**src/rtl/ysyx_25030093_lsu_pkg.sv**
```systemverilog
// Shared types and constants for the load/store unit.
package ysyx_25030093_lsu_pkg;

  typedef enum logic [1:0] {
    S_IDLE = 2'd0,
    S_REQ  = 2'd1,
    S_WAIT = 2'd2,
    S_DONE = 2'd3
  } lsu_state_e;

  // RV32 load/store width codes
  localparam logic [2:0] F3_B  = 3'b000;
  localparam logic [2:0] F3_H  = 3'b001;
  localparam logic [2:0] F3_W  = 3'b010;
  localparam logic [2:0] F3_BU = 3'b100;
  localparam logic [2:0] F3_HU = 3'b101;

endpackage

```
**src/rtl/ysyx_25030093_lsu_align.sv**
```systemverilog
// Byte-lane alignment: store mask/data shifting, load extract/extend and
// misalignment / illegal-width detection. Purely combinational.
module ysyx_25030093_lsu_align
  import ysyx_25030093_lsu_pkg::*;
(
  input  logic        is_load,
  input  logic        is_store,
  input  logic [2:0]  funct3,
  input  logic [1:0]  addr_lo,
  input  logic [31:0] rs2_data,
  input  logic [31:0] rdata,
  output logic [3:0]  wmask,
  output logic [31:0] wdata,
  output logic [31:0] ld_data,
  output logic        fault
);

  logic [3:0]  base;
  logic [31:0] shr;
  logic        legal;
  logic        misal;

  // Width decode, fault detection and lane shifting; load takes priority if both flags set
  always_comb begin
    base  = 4'b0000;
    case (funct3)
      F3_B, F3_BU: base = 4'b0001;
      F3_H, F3_HU: base = 4'b0011;
      F3_W:        base = 4'b1111;
      default:     base = 4'b0000;
    endcase

    if (is_load)
      legal = funct3 inside {F3_B, F3_H, F3_W, F3_BU, F3_HU};
    else
      legal = funct3 inside {F3_B, F3_H, F3_W};

    misal = ((funct3[1:0] == 2'b01) && addr_lo[0]) ||
            ((funct3[1:0] == 2'b10) && (addr_lo != 2'b00));
    fault = (is_load || is_store) && (!legal || misal);

    wmask = (is_store && !is_load) ? 4'(base << addr_lo) : 4'b0000;
    wdata = rs2_data << {addr_lo, 3'b000};

    shr = rdata >> {addr_lo, 3'b000};
    case (funct3)
      F3_B:    ld_data = {{24{shr[7]}}, shr[7:0]};
      F3_H:    ld_data = {{16{shr[15]}}, shr[15:0]};
      F3_BU:   ld_data = {24'b0, shr[7:0]};
      F3_HU:   ld_data = {16'b0, shr[15:0]};
      default: ld_data = shr;
    endcase
  end

endmodule

```
**src/rtl/ysyx_25030093_lsu.sv**
```systemverilog
// Single-op load/store unit: accepts one op from execute, issues at most one
// bus request, and hands the write-back value on through a valid/ready port.
module ysyx_25030093_lsu
  import ysyx_25030093_lsu_pkg::*;
#(
  parameter int AW = 32
) (
  input  logic          clk,
  input  logic          rst,
  input  logic          in_valid,
  output logic          in_ready,
  input  logic          in_is_load,
  input  logic          in_is_store,
  input  logic [2:0]    in_funct3,
  input  logic [31:0]   in_alu_res,
  input  logic [31:0]   in_rs2_data,
  output logic          mem_req_valid,
  input  logic          mem_req_ready,
  output logic          mem_req_wen,
  output logic [AW-1:0] mem_req_addr,
  output logic [31:0]   mem_req_wdata,
  output logic [3:0]    mem_req_wmask,
  input  logic          mem_resp_valid,
  input  logic [31:0]   mem_resp_rdata,
  output logic          out_valid,
  input  logic          out_ready,
  output logic [31:0]   out_wb_data,
  output logic          out_fault
);

  lsu_state_e  state;
  logic        r_is_load, r_is_store;
  logic [2:0]  r_funct3;
  logic [1:0]  r_off;
  logic [31:0] r_rs2;

  // One aligner serves both phases: live inputs while idle (accept-time
  // fault/mask/data), latched op while waiting (load extraction).
  logic        a_ld, a_st;
  logic [2:0]  a_f3;
  logic [1:0]  a_off;
  logic [31:0] a_rs2;
  logic [3:0]  al_wmask;
  logic [31:0] al_wdata, al_ld_data;
  logic        al_fault;
  logic        idle, in_mem;

  assign idle     = (state == S_IDLE);
  assign in_ready = idle;
  assign in_mem   = in_is_load || in_is_store;
  assign a_ld     = idle ? in_is_load       : r_is_load;
  assign a_st     = idle ? in_is_store      : r_is_store;
  assign a_f3     = idle ? in_funct3        : r_funct3;
  assign a_off    = idle ? in_alu_res[1:0]  : r_off;
  assign a_rs2    = idle ? in_rs2_data      : r_rs2;

  ysyx_25030093_lsu_align u_align (
    .is_load  (a_ld),
    .is_store (a_st),
    .funct3   (a_f3),
    .addr_lo  (a_off),
    .rs2_data (a_rs2),
    .rdata    (mem_resp_rdata),
    .wmask    (al_wmask),
    .wdata    (al_wdata),
    .ld_data  (al_ld_data),
    .fault    (al_fault)
  );

  // Control FSM with registered bus and write-back outputs
  always_ff @(posedge clk or posedge rst) begin
    if (rst) begin
      state         <= S_IDLE;
      r_is_load     <= 1'b0;
      r_is_store    <= 1'b0;
      r_funct3      <= 3'b0;
      r_off         <= 2'b0;
      r_rs2         <= 32'b0;
      mem_req_valid <= 1'b0;
      mem_req_wen   <= 1'b0;
      mem_req_addr  <= '0;
      mem_req_wdata <= 32'b0;
      mem_req_wmask <= 4'b0;
      out_valid     <= 1'b0;
      out_wb_data   <= 32'b0;
      out_fault     <= 1'b0;
    end else begin
      case (state)
        S_IDLE: if (in_valid) begin
          r_is_load  <= in_is_load;
          r_is_store <= in_is_store;
          r_funct3   <= in_funct3;
          r_off      <= in_alu_res[1:0];
          r_rs2      <= in_rs2_data;
          out_fault  <= 1'b0;
          if (!in_mem) begin
            out_valid   <= 1'b1;
            out_wb_data <= in_alu_res;
            state       <= S_DONE;
          end else if (al_fault) begin
            out_valid   <= 1'b1;
            out_fault   <= 1'b1;
            out_wb_data <= 32'b0;
            state       <= S_DONE;
          end else begin
            mem_req_valid <= 1'b1;
            mem_req_wen   <= !in_is_load;
            mem_req_addr  <= in_alu_res[AW-1:0];
            mem_req_wdata <= in_is_load ? 32'b0 : al_wdata;
            mem_req_wmask <= al_wmask;
            state         <= S_REQ;
          end
        end
        S_REQ: if (mem_req_ready) begin
          mem_req_valid <= 1'b0;
          state         <= S_WAIT;
        end
        S_WAIT: if (mem_resp_valid) begin
          out_valid   <= 1'b1;
          out_wb_data <= r_is_load ? al_ld_data : 32'b0;
          state       <= S_DONE;
        end
        S_DONE: if (out_ready) begin
          out_valid <= 1'b0;
          state     <= S_IDLE;
        end
        default: state <= S_IDLE;
      endcase
    end
  end

endmodule

```
**config.mk**
```make
export PLATFORM = sky130hd
export DESIGN_NAME = ysyx_25030093_lsu
export DESIGN_NICKNAME = d
export VERILOG_FILES = /design/src/rtl/ysyx_25030093_lsu_pkg.sv /design/src/rtl/ysyx_25030093_lsu_align.sv /design/src/rtl/ysyx_25030093_lsu.sv
export SDC_FILE = /design/constraint.sdc
export NUM_CORES = 1
export LEC_CHECK = 0
export ABC_AREA = 1
export CORE_ASPECT_RATIO = 1.5
export CORE_MARGIN = 1
export CORE_UTILIZATION = 51
export CTS_BUF_LIST = sky130_fd_sc_hd__clkbuf_2 sky130_fd_sc_hd__clkbuf_4 sky130_fd_sc_hd__clkbuf_8
export CTS_CLUSTER_DIAMETER = 120
export DETAILED_ROUTE_END_ITERATION = 8
export GPL_TIMING_DRIVEN = 0
export PLACE_DENSITY = 0.86
export REMOVE_ABC_BUFFERS = 1
export SETUP_SLACK_MARGIN = 0.5
export SLEW_MARGIN = 0
export SYNTH_ARGS = -nofsm -noshare
export SYNTH_HDL_FRONTEND = slang
export SYNTH_HIERARCHICAL = 1
export SYNTH_SLANG_ARGS = --single-unit
```
**constraint.sdc**
```tcl
create_clock -name clk -period 6.3 [get_ports clk]
set_input_delay 1.26 -clock clk [delete_from_list [all_inputs] [get_ports clk]]
set_output_delay 1.26 -clock clk [all_outputs]
set_load 0.01 [all_outputs]
```
# == Word level (Yosys, flattened, before mapping) ==
# Index checks and enable logic that the tools add are counted.
# word_totals
regBits,145
input_bits,107
out_inout_bits,105
elab_cells,97
# op_classes
n_eq_ne,16
shift,3
mux,36
n_bitwise,1
n_reduce_logical,27
# ops
cell,count
two-way mux 32 bit,7
case mux 32 bit (4 select lines),1
case mux 32 bit (2 select lines),1
left shift 32 x 5 -> 32 bit,1
>> shifter 32 x 5 -> 32 bit,1
two-way mux 1 bit,14
two-way mux 2 bit,7
case mux 4 bit (3 select lines),1
AND reduction 4 bit,3
"!= test 2 bit, second input constant",5
AND reduction 5 bit,2
case mux 2 bit (4 select lines),1
"equality test 2 bit, second input constant",3
"equality test 3 bit, second input constant",2
nonzero test 2 bit,3
nonzero test 3 bit,2
nonzero test 5 bit,1
"equality test 2 x 1 -> 1 bit, second input constant",2
logical AND 1 bit,4
logical OR 1 bit,4
two-way mux 4 bit,1
OR reduction 2 bit,2
left shift 4 x 2 -> 4 bit,1
"equality test 3 x 1 -> 1 bit, second input constant",1
other kinds (11),13

# == Logic depth before layout (Yosys ltp) ==
# depth
ltp_word,12
mapped_depth,21
depth_no_buf,18

# == Hierarchy ==
# Netlist, hierarchy kept.
# by_module_without_submodules
module,instances,cells_per_inst,area_per_inst_um2,seq_area_each_um2
ysyx_25030093_lsu,1,850,6635.1,3628.5
ysyx_25030093_lsu_align,1,291,1436.4,0.0

# == Least setup slack after synthesis ==
# OpenSTA, ideal clock, no wires.
# synth_path
kind,input to register
startpoint,input in_alu_res[0]
endpoint,register out_wb_data[0]
setup_ns,0.065
t_arrival_ns,3.360
required_ns,6.235
path_slack_ns,2.876
cell_stages,16
n_path_buf,2
cell_sequence,inv_1 o21ai_0 inv_2 buf_6 nand2_2 nand3_1 nand2_1 nor2_1 nor2_1 inv_1 nand2_1 nor2_1 nor2_4 buf_2 nand3_1 nand2_1
# synth_between
elab_chain_cells,8
elab_cells_between_ends,16
classes_between,eq/ne (1); shift (1); mux (7); reduce/logical (7)
# synth_lines
element,line_no,source
start: declaration,ysyx_25030093_lsu.sv:15,"input logic [31:0] in_alu_res,"
two-way mux 2 bit (*),ysyx_25030093_lsu.sv:54,assign a_off = idle ? in_alu_res[1:0] : r_off;
named net a_off[0],ysyx_25030093_lsu.sv:41,logic [1:0] a_off;
nonzero test 2 bit,ysyx_25030093_lsu_align.sv:39,((funct3[1:0] == 2'b10) && (addr_lo != 2'b00));
logical AND 1 bit,ysyx_25030093_lsu_align.sv:39,
logical OR 1 bit (*),ysyx_25030093_lsu_align.sv:38,misal = ((funct3[1:0] == 2'b01) && addr_lo[0]) ||
logical OR 1 bit (*),ysyx_25030093_lsu_align.sv:40,fault = (is_load || is_store) && (!legal || misal);
logical AND 1 bit (*),ysyx_25030093_lsu_align.sv:40,
named net al_fault,ysyx_25030093_lsu.sv:45,logic al_fault;
!= test 3 bit (no source line) (*),-,
AND reduction 4 bit (no source line) (*),-,
end signal: assignment,ysyx_25030093_lsu.sv:98,out_wb_data <= in_alu_res;
end signal: assignment,ysyx_25030093_lsu.sv:120,out_wb_data <= r_is_load ? al_ld_data : 32'b0;
end: declaration,ysyx_25030093_lsu.sv:27,"output logic [31:0] out_wb_data,"
# Mark *: on every way through the listed nets, which the timed path passes. The rest lies on a longest branch. The select of a mux whose other input is x is not followed.
# A chain may end at the register's enable or synchronous reset.

# == Final worst setup path ==
# layout_path
startpoint,register state[0]
endpoint,register out_wb_data[4]
# layout_between
elab_cells_between_ends,34
classes_between,eq/ne (10); shift (1); mux (9); reduce/logical (14)
# layout_rtl
element,line_no,source
start: declaration,ysyx_25030093_lsu.sv:31,lsu_state_e state;
start signal: assignment,ysyx_25030093_lsu.sv:73,state <= S_IDLE;
start signal: assignment,ysyx_25030093_lsu.sv:99,state <= S_DONE;
start signal: assignment,ysyx_25030093_lsu.sv:104,state <= S_DONE;
zero test 2 bit (*),ysyx_25030093_lsu.sv:48,assign idle = (state == S_IDLE);
two-way mux 2 bit (*),ysyx_25030093_lsu.sv:54,
named net a_off[0],ysyx_25030093_lsu.sv:41,
nonzero test 2 bit,ysyx_25030093_lsu_align.sv:39,
logical AND 1 bit,ysyx_25030093_lsu_align.sv:39,
logical OR 1 bit (*),ysyx_25030093_lsu_align.sv:38,
logical OR 1 bit (*),ysyx_25030093_lsu_align.sv:40,
logical AND 1 bit (*),ysyx_25030093_lsu_align.sv:40,
named net al_fault,ysyx_25030093_lsu.sv:45,
!= test 3 bit (no source line) (*),-,
AND reduction 4 bit (no source line) (*),-,
# Marked as above.

==> flow_summary.ini <==
[layout]
drive_above_1_share_pct = 4.85
final_cell_mix = nand2_1 (517), clkdlybuf4s50_1 (211), dfrtp_1 (145), o21ai_0 (96), nand3_1 (95)
layout.nets = 1420
num_antenna_cells = 0
final_area_sq_mm = 0.0106
syn2layout_area_growth_pct = 31.6
layout_commonest_cell = nand2_1

[global_routing]
grt_pass1_wl_microns = 36500
antenna_found_initial = 0
grt_pass1_vias = 7588
gr-usage-all-layers_pct = 28.4
grt-ovfl-total = 0
grt_max_degree = 91

[worst_setup_path]
cp_num_buf_inv = 5
cp_max_fo = 55
crit_family = simple AND/OR/NAND/NOR gates
reg2reg_depth = 17
rr_endpoint = out_wb_data[4]
cp.arrival_ns = 5.61
worstSetupEndpointType = flip-flop
path_cells = inv_1 -> ha_2 -> inv_2 -> o21ai_4 -> buf_16 -> inv_2 -> nand2_2 -> nand3_1 -> nand2_1 -> nor2_1 -> nor2_1 -> inv_1 -> nand2_1 -> nor2_1 -> nor2_4 -> nand3_1 -> nand2_1
max_stage_delay_ns = 0.68
slowest_stage = o21ai_4
crit_path_start = state[0]
critPathKind = reg2reg
r2r-start = state[0]
start_kind = flip-flop
reg2reg_slack_ns = 1.06
cp.required_ns = 6.67

[synth]
ys_seq_area_share_pct = 45.0
syn-instance-count = 1141
syn_avg_cell_area_sq_um = 7.07
synth_top_family_by_area = simple AND/OR/NAND/NOR gates
yosysWarnings = 6
synth_simple_gate_area_share_pct = 34.6
synth_area_sq_mm = 0.00807
synth_fa_ha_area_share_pct = 0.930
synth_seq_cells = 145
synth_compound_area_share_pct = 10.8
synth_xor_area_share_pct = 0
ys_types = 28
synth.area.mux_share_pct = 0

[pwr]
switching_share_pct = 46.0
ir_drop_mv = 0.261
p_per_area_mw_per_mm2 = 530
comb_power_share_pct = 59.1
finalPower_uw = 5630
p_switching_uw = 2590
clockPowerShare_pct = 13.1
p_leak_uw = 0.00537
internal_power_uw = 3040
pwr-share-seq_pct = 27.9

[placed_design]
io_buffers = 211
dp_slack_ns = 0.0950
dpl_cell_area_sq_mm = 0.0102
gp_congestion = 0.837
dp_hpwl_microns = 15300

[cts]
clock_sinks = 145
cts_tree = done
cts-buffers-inserted = 17
clk_latency_ns = 0.44
clk_path_buf_depth = 2
cts.clk_slew.worst_paths_ns = 0.09
cts_max_level = 4
ctsRootBufferMaster = clkbuf_8
cts_hold_buf = 0

[timing]
skew_ns = 0.0132
max_clock_freq_mhz = 191
finalCritPeriodShare_pct = 83.2
rsz0062_at_grt = no
finalHoldViolations = 0
tightestPinTransition_ns = 1.42
setup_ws_ns = 1.06
relSlewSlack_pct = 5.06
drv_slew = 0
hold_slack_ns = 0.482
setup_viol = 0
finalCriticalPeriod_ns = 5.24
fin_tns_setup_ns = 0

[floorplanning]
core-area_sq_mm = 0.0156
rows = 56
initial_core_util_pct = 51.9
die_h_microns = 156
ios = 212
dieArea_sq_mm = 0.0163
die_w_microns = 105

[drt]
drt-wirelength-per-cell_microns = 15.1
ant_nets = 0
num_vias = 7957
drc = 0
wl_microns = 23000
drt_iter0_drc = 530
vias_per_cell = 5.23
drt_pass1_iterations = 5

[run]
cap_viol_max_count = 0

[worst_hold_path]
holdCritStartpoint = mem_req_wmask[1]
whs_endpoint = mem_req_wmask[1]
min_path_cells = 2
hold_class = reg2reg

[outcome]
status = finished clean
cell type report:
class                      instances  area, sq um
fill                            1342         4930
multi-input combinational        846         3790
sequential                       145         3630
timing repair buffer             218         2270
inverter                          79          304
tap                              203          254
clock buffer                      18          241
clock inverter                    13          136
routing by layer:
metal  vias to the layer above  part of all wire [%]  track usage [%]
li1                       3941                     -                -
met1                      3649                    40             31.9
met2                       312                    51             52.1
met3                        55                   5.8             5.01
met4                         0                   3.6             12.9
met5                         -                     0                0
worst min-delay path, cell delays in order (launching register included):
cell and delay [ns]:
dfrtp_1 0.35, nand2_1 0.05, nand2_1 0.05
stage by stage:
step	util, %	std cells
4_1_cts	68.0	1519
3_3_place_gp	64.5	1483
5_1_grt	68.3	1522
6_report	68.3	1522
3_5_place_dp	65.5	1488
2_1_floorplan	-	1069
power by group through the flow:
| stage | clock [uW] | sequential (uW) | combinational, uW |
|---|---|---|---|
| floorplan | 0 | 1700 | 1860 |
| global placement | 0 | 1570 | 3210 |
| detailed placement | 0 | 1580 | 3270 |
| CTS | 749 | 1570 | 3300 |
| global route | 787 | 1610 | 3690 |
| finish | 737 | 1570 | 3330 |
how the worst max path moves through the flow:
stage                        end  slack, ns  depth (start not counted)
3_5_place_dp   mem_req_wdata[22]        0.1                         17
6_report          out_wb_data[4]       1.06                         17
2_1_floorplan   mem_req_wmask[0]      -2.95                         15
3_3_place_gp     mem_req_addr[2]      -7.94                         15
4_1_cts        mem_req_wdata[22]       0.58                         17
5_1_grt                out_valid       0.56                         18
Yosys cell counts:
cell	instances	area, sq um
nor2_4	5	56.3
inv_1	74	278
dfrtp_1	145	3630
buf_1	5	18.8
o21ai_0	98	490
nand3_4	2	35.0
inv_2	4	15.0
nand2_1	518	1940
o31ai_1	9	67.6
o21ai_2	1	8.76
nand2_2	4	25.0
nand3_2	1	10.0
clkbuf_1	18	67.6
buf_4	7	52.6
buf_2	33	165
buf_6	9	101
nor3_1	3	15.0
nand2_4	2	22.5
o211ai_1	13	97.6
ha_1	6	75.1
nand3b_1	1	7.51
nor2_1	51	191
a21oi_1	18	90.1
o21ai_1	3	15.0
inv_4	1	6.26
and2_1	1	6.26
a22oi_1	14	105
nand3_1	95	475
cell families after synthesis:
logic type	count (synthesis)
AO/OA/AOI/OAI	156
adder cells (fa/ha/maj)	6
buffers and inverters	151
flip-flops	145
AND/OR/NAND/NOR	683
flip-flops by register name (all words and copies together), names as in the netlist:
register,count
mem_req_valid,1
mem_req_wmask,4
out_fault,1
mem_req_wen,1
r_off,2
r_is_load,1
out_wb_data,32
mem_req_wdata,32
state,2
out_valid,1
r_funct3,3
mem_req_addr,32
r_rs2,32
r_is_store,1
timing repair:
item | 4_1_cts | 5_1_grt
gates cloned | 0 | 1
endpoints found under the setup margin | 98 | 66
setup buffers | 0 | 1
pin swaps | 0 | 1
resized for setup | 1 | 2
Power figures use the tool's default switching activity.
